File: src/rtl/i2c_access_arbiter.sv
// Two-port arbiter in front of the memory-mapped I2C master: round-robin grant,
// one access at a time, grant held across a launched bus transfer until done or timeout.
module i2c_access_arbiter #(
  parameter logic [31:0] CTRL_ADDR         = 32'h0000_0104,
  parameter int          BUSY_START_CYCLES = 4,
  parameter int          TIMEOUT_CYCLES    = 1024,
  parameter int          CNT_W             = 11
) (
  input  logic        clk,
  input  logic        reset,
  input  logic        req0_valid,
  input  logic        req0_we,
  input  logic [31:0] req0_addr,
  input  logic [31:0] req0_wdata,
  output logic        req0_ready,
  output logic        req0_rvalid,
  output logic [31:0] req0_rdata,
  output logic        req0_err,
  input  logic        req1_valid,
  input  logic        req1_we,
  input  logic [31:0] req1_addr,
  input  logic [31:0] req1_wdata,
  output logic        req1_ready,
  output logic        req1_rvalid,
  output logic [31:0] req1_rdata,
  output logic        req1_err,
  output logic [31:0] i2c_addr,
  output logic [31:0] i2c_wdata,
  output logic        i2c_we,
  input  logic [31:0] i2c_rdata,
  input  logic        i2c_busy
);

  typedef enum logic [2:0] {IDLE, ISSUE, WAIT_START, WAIT_DONE, RESP} state_t;

  localparam logic [CNT_W-1:0] START_LAST = CNT_W'(BUSY_START_CYCLES - 1);
  localparam logic [CNT_W-1:0] DONE_LAST  = CNT_W'(TIMEOUT_CYCLES - 1);

  state_t            state, state_nx;
  logic              grant_id, grant_nx;
  logic              last_grant, last_nx;
  logic [CNT_W-1:0]  cnt, cnt_nx;
  logic              pick;

  logic              lat_we, we_nx;
  logic [31:0]       lat_addr, addr_nx;
  logic [31:0]       lat_wdata, wdata_nx;
  logic [31:0]       resp_rdata, rdata_nx;
  logic              resp_err, err_nx;

  function automatic logic [CNT_W-1:0] sat_inc(input logic [CNT_W-1:0] c);
    return (c == {CNT_W{1'b1}}) ? c : c + 1'b1;
  endfunction

  always_ff @(posedge clk or posedge reset) begin
    if (reset) begin
      state      <= IDLE;
      grant_id   <= 1'b0;
      last_grant <= 1'b1;
      cnt        <= '0;
    end else begin
      state      <= state_nx;
      grant_id   <= grant_nx;
      last_grant <= last_nx;
      cnt        <= cnt_nx;
    end
  end

  // Latched request and response payload; only observed while not IDLE.
  always_ff @(posedge clk) begin
    lat_we     <= we_nx;
    lat_addr   <= addr_nx;
    lat_wdata  <= wdata_nx;
    resp_rdata <= rdata_nx;
    resp_err   <= err_nx;
  end

  always_comb begin
    state_nx   = state;
    grant_nx   = grant_id;
    last_nx    = last_grant;
    cnt_nx     = cnt;
    we_nx      = lat_we;
    addr_nx    = lat_addr;
    wdata_nx   = lat_wdata;
    rdata_nx   = resp_rdata;
    err_nx     = resp_err;
    pick       = 1'b0;
    req0_ready = 1'b0;
    req1_ready = 1'b0;
    i2c_we     = 1'b0;
    case (state)
      IDLE: begin
        if (!reset && (req0_valid || req1_valid)) begin
          // On a tie the port that did not win last time is served.
          pick       = (req0_valid && req1_valid) ? ~last_grant : req1_valid;
          req0_ready = ~pick;
          req1_ready = pick;
          grant_nx   = pick;
          last_nx    = pick;
          we_nx      = pick ? req1_we    : req0_we;
          addr_nx    = pick ? req1_addr  : req0_addr;
          wdata_nx   = pick ? req1_wdata : req0_wdata;
          rdata_nx   = '0;
          err_nx     = 1'b0;
          cnt_nx     = '0;
          state_nx   = ISSUE;
        end
      end
      ISSUE: begin
        i2c_we = lat_we;
        if (lat_we) begin
          state_nx = (lat_addr == CTRL_ADDR) ? WAIT_START : RESP;
        end else begin
          rdata_nx = i2c_rdata;
          state_nx = RESP;
        end
      end
      WAIT_START: begin
        if (i2c_busy) begin
          cnt_nx   = '0;
          state_nx = WAIT_DONE;
        end else if (cnt >= START_LAST) begin
          state_nx = RESP;
        end else begin
          cnt_nx = sat_inc(cnt);
        end
      end
      WAIT_DONE: begin
        if (!i2c_busy) begin
          state_nx = RESP;
        end else if (cnt >= DONE_LAST) begin
          err_nx   = 1'b1;
          state_nx = RESP;
        end else begin
          cnt_nx = sat_inc(cnt);
        end
      end
      RESP:    state_nx = IDLE;
      default: state_nx = IDLE;
    endcase
  end

  assign i2c_addr    = (state == IDLE) ? '0 : lat_addr;
  assign i2c_wdata   = (state == IDLE) ? '0 : lat_wdata;
  assign req0_rvalid = (state == RESP) && !grant_id;
  assign req1_rvalid = (state == RESP) && grant_id;
  assign req0_rdata  = req0_rvalid ? resp_rdata : '0;
  assign req1_rdata  = req1_rvalid ? resp_rdata : '0;
  assign req0_err    = req0_rvalid & resp_err;
  assign req1_err    = req1_rvalid & resp_err;

endmodule

File: config.mk
export PLATFORM = sky130hd
export DESIGN_NAME = i2c_access_arbiter
export DESIGN_NICKNAME = d
export VERILOG_FILES = /design/src/rtl/i2c_access_arbiter.sv
export SDC_FILE = /design/constraint.sdc
export NUM_CORES = 1
export LEC_CHECK = 0
export CELL_PAD_IN_SITES_DETAIL_PLACEMENT = 0
export CELL_PAD_IN_SITES_GLOBAL_PLACEMENT = 1
export CORE_UTILIZATION = 33
export CTS_CLUSTER_DIAMETER = 100
export CTS_CLUSTER_SIZE = 30
export DETAILED_ROUTE_END_ITERATION = 6
export PLACE_DENSITY_LB_ADDON = 0.1
export SYNTH_ARGS = -nofsm -noshare
export SYNTH_HDL_FRONTEND = slang
export SYNTH_SLANG_ARGS = --single-unit
File: constraint.sdc
create_clock -name clk -period 11.6 [get_ports clk]
set_input_delay 2.32 -clock clk [delete_from_list [all_inputs] [get_ports clk]]
set_output_delay 2.32 -clock clk [all_outputs]
set_load 0.02 [all_outputs]
==> run summary <==
The flow ran to the end, and the final reports show no timing, DRC or antenna violations. In this run the most critical hold path is launched from cnt[0]. The path class of the tightest hold or removal check is flop to flop. For this run, the detailed router's first-pass iteration total came to 4.

The routability-driven placement congestion ratio is 0.757, and the count of flip-flops with a built-in enable after synthesis is 98. Dividing the detail-routed via count by the number of cells gives 4.72. The fraction of final layout cells sized beyond drive strength 1 was 15.4%. Yosys printed 0 warnings. The net count of the finished layout is 941.

The count of buffers added by post-CTS timing repair for setup is 0, and the depth of the worst register-to-register path is 5. The die covers 18500 µm². The endpoint identified for the worst register-to-register timing path is lat_we. In this run the worst path has a maximum fanout of 6.

Per report_power, the sequential group accounts for 37.1% of the total. For the number of endpoints with negative hold slack in the final report, the log shows 0. Counting flops and latches in the post-synthesis netlist gives 114.

Once detail routing completed, the nets flagged for antenna violations numbered 0. Setup repair after global routing left no endpoint under its margin. A synthesized cell averages 12.4 µm². Headroom to the max-slew limit came out at 34.6%. The detailed-route wire length came out at 16900 µm.

Number of global-route vias before repair: 4833. The cell count after synthesis came out at 475. After detailed routing, the number of remaining DRC violations is 0. The core region is 17400 µm².

The initial antenna violation count came out at 0. The root buffer cell was sky130_fd_sc_hd__clkbuf_16. The post-layout utilization of the core came out at 56.2%. In this run the deepest clock path goes through 2 buffers. The H-tree generated during clock tree synthesis spans 4 levels.

The arrival time reported for the critical path endpoint is 4.31 ns. Buffers inserted to repair hold after CTS numbered 0. In this run the power spent charging and discharging nets is 0.000367 W. The tools report the sink of the worst hold path as cnt[0]. Power share of the combinational group: 24.1%.

Internal power comes to 0.00104 W. The switching part of the total power is 26.2%, and the cell area after synthesis is 5910 µm². The share of the Yosys chip area taken by registers is 56.6%.

The routed layout has 4769 vias. The worst setup path is of the input port to output port kind. Entering global routing, the biggest net connects 67 pins. The worst path uses 57.1% of the clock period. By instance count, the leading cell after synthesis is sky130_fd_sc_hd__and2_1. The floorplan step set the die width to 136 µm. The tools report the number of max-cap violations as 0. The worst setup path is launched from an input port. For the wire length of the first global-routing pass, the log shows 25600 µm.

From synthesis to final layout, the design area changed by 65.5%. In this run the static leakage power is 3.51 nW. 0 antenna diodes ended up in the layout. The tree built by TritonCTS fans out to 114 sinks. The count of input and output buffers is 301, and the count of instances resized after the clock tree is built is 0. In this run the cell area measured after placement is 9160 µm². The tools report the largest clock skew in the final design as 0.00886 ns. The number of buffers added by the clock tree synthesis step was 17. In the final timing run, aggregate negative setup slack is 0 ns.

Power spread over the standard cell area amounts to 143 nW/µm². Sorting the synthesized cells by how often they occur yields sky130_fd_sc_hd__and2_1, sky130_fd_sc_hd__edfxtp_1, sky130_fd_sc_hd__mux2_2, sky130_fd_sc_hd__nor2b_1, sky130_fd_sc_hd__clkbuf_1. Clock-pin slew was measured on the worst setup and hold paths at 0.05 ns.

The logs give 643 for the net count of the mapped netlist and 0 for the number of slew-limit violations in the final report. For the number of placement rows, the log shows 48. Summing all non-filler instances in the final layout gives an area of 9780 µm². Kind of end point of the critical path: an output port. The biggest area consumer among synthesized cells was sky130_fd_sc_hd__edfxtp_1.

Across the VDD grid, the largest voltage drop is 0.105 mV. The mean routed wirelength per cell works out to 16.7 µm. For this design the top-level I/O count stands at 302. The most used flip-flop cell after synthesis is sky130_fd_sc_hd__edfxtp_1. For this run, the top clock speed supported by timing is 151 MHz.

The synthesized netlist contains 49 unique library cells. The startpoint identified for the worst register-to-register timing path is state[2]. TritonCTS built the clock tree. The share of total power in the clock network was 38.8%.

The worst-margin pin slew was 0.978 ns; the vertical extent of the die was 136 µm. The share of flip-flops with an asynchronous set or reset came out at 14.0%. The clock period could shrink to 6.63 ns. The logs give 0 for the setup-violating endpoint count in the final report and 256 for the DRC violation total after the first TritonRoute iteration. For this configuration, the core starts out at a cell density of 33.9%.

The setup check on the worst reg-to-reg path leaves a slack of 8.84 ns. The number of stages on the worst hold path was 1. The tools report the global-route congestion overflow total as 0. The top cell type's share of synthesized area is 49.8%, and the power consumption is 0.00140 W. By area the synthesized netlist is led by sky130_fd_sc_hd__edfxtp_1, sky130_fd_sc_hd__mux2_2, sky130_fd_sc_hd__and2_1. Data required time of the worst path: 9.28 ns. For the total routing resource utilization after global routing, the log shows 18.7%. The HPWL after detailed placement is 12900 µm.

For the worst-skew pair, the clock arrives at the later sink with an insertion delay of 0.41 ns.
## power groups by stage
stage	logic [W]	registers (W)	clock network [W]
finish	0.000339	0.000520	0.000544
CTS	0.000345	0.000521	0.000555
floorplan	0.000174	0.000520	0
detailed placement	0.000343	0.000529	0
global placement	0.000341	0.000526	0
global route	0.000365	0.000525	0.000571
## worst max path at each step
stage	startpoint	end	slack [ns]	cells after the start
4_1_cts	req0_valid	req0_ready	4.95	6
2_1_floorplan	req1_valid	req0_ready	5.99	4
6_report	req0_valid	req0_ready	4.97	6
3_3_place_gp	req0_valid	req0_ready	4.96	6
5_1_grt	req0_valid	req0_ready	4.91	6
3_5_place_dp	req0_valid	req0_ready	4.95	6
## kinds of logic (layout without fill, tap and decap cells)
kind of cell | Yosys count | in the layout | share of synthesized area (%)
flops | 114 | 114 | 56.6
simple gates | 224 | 224 | 23.5
mux | 65 | 65 | 12.4
buf+inv | 34 | 345 | 2.45
fa+ha+maj | 1 | 1 | 0.212
compound gates | 37 | 37 | 4.91
## cell usage in the layout (no fill, tap or decap), drive strengths merged, types with 5 or more instances in the layout
| cell | instances |
|---|---|
| a31oi | 6 |
| and2 | 103 |
| buf | 5 |
| clkbuf | 18 |
| clkdlybuf4s50 | 301 |
| clkinv | 5 |
| clkinvlp | 5 |
| dfrtp | 15 |
| edfxtp | 98 |
| inv | 7 |
| mux2 | 65 |
| nand2 | 7 |
| nand4 | 5 |
| nor2 | 9 |
| nor2b | 65 |
| nor3 | 10 |
| nor4 | 6 |
## stage by stage
stage | hold slack [ns] | worst slack, ns | instances
after detailed placement | 0.514 | 4.95 | 979
after global routing | 0.544 | 4.91 | 1011
after global placement | 0.506 | 4.96 | 979
after floorplan | 0.465 | 5.99 | 475
after CTS | 0.520 | 4.95 | 1011
final | 0.519 | 4.97 | 1011
## sequential cells by signal (all words and copies together) (netlist names)
| register | count |
|---|---|
| cnt | 11 |
| last_grant | 1 |
| grant_id | 1 |
| resp_rdata | 32 |
| resp_err | 1 |
| state | 3 |
| lat_addr | 32 |
| lat_we | 1 |
| lat_wdata | 32 |
## layer usage
layer | global-route usage, % | up-vias | share of wire, %
li1 | - | 2308 | -
met1 | 19.3 | 2220 | 36
met2 | 33.8 | 218 | 52
met3 | 6.82 | 23 | 9.4
met4 | 7.99 | 0 | 2.2
met5 | 0 | - | 0
## layout make-up
| cell class | instances | area [µm²] |
|---|---|---|
| Clock buffer | 18 | 429 |
| Tap cell | 225 | 282 |
| Sequential cell | 114 | 3340 |
| Clock inverter | 14 | 189 |
| Multi-Input combinational cell | 327 | 2460 |
| Inverter | 7 | 26.3 |
| Timing Repair Buffer | 306 | 3050 |
| Fill cell | 1448 | 7630 |
## worst max-delay path, cell delays in order
cell and delay [ns]:
sky130_fd_sc_hd__clkdlybuf4s50_1 0.53, sky130_fd_sc_hd__nor2_1 0.07, sky130_fd_sc_hd__nor2_1 0.11, sky130_fd_sc_hd__nand2_1 0.19, sky130_fd_sc_hd__nor2_1 0.40, sky130_fd_sc_hd__clkdlybuf4s50_1 0.68
(Power assumes the default switching activity.)
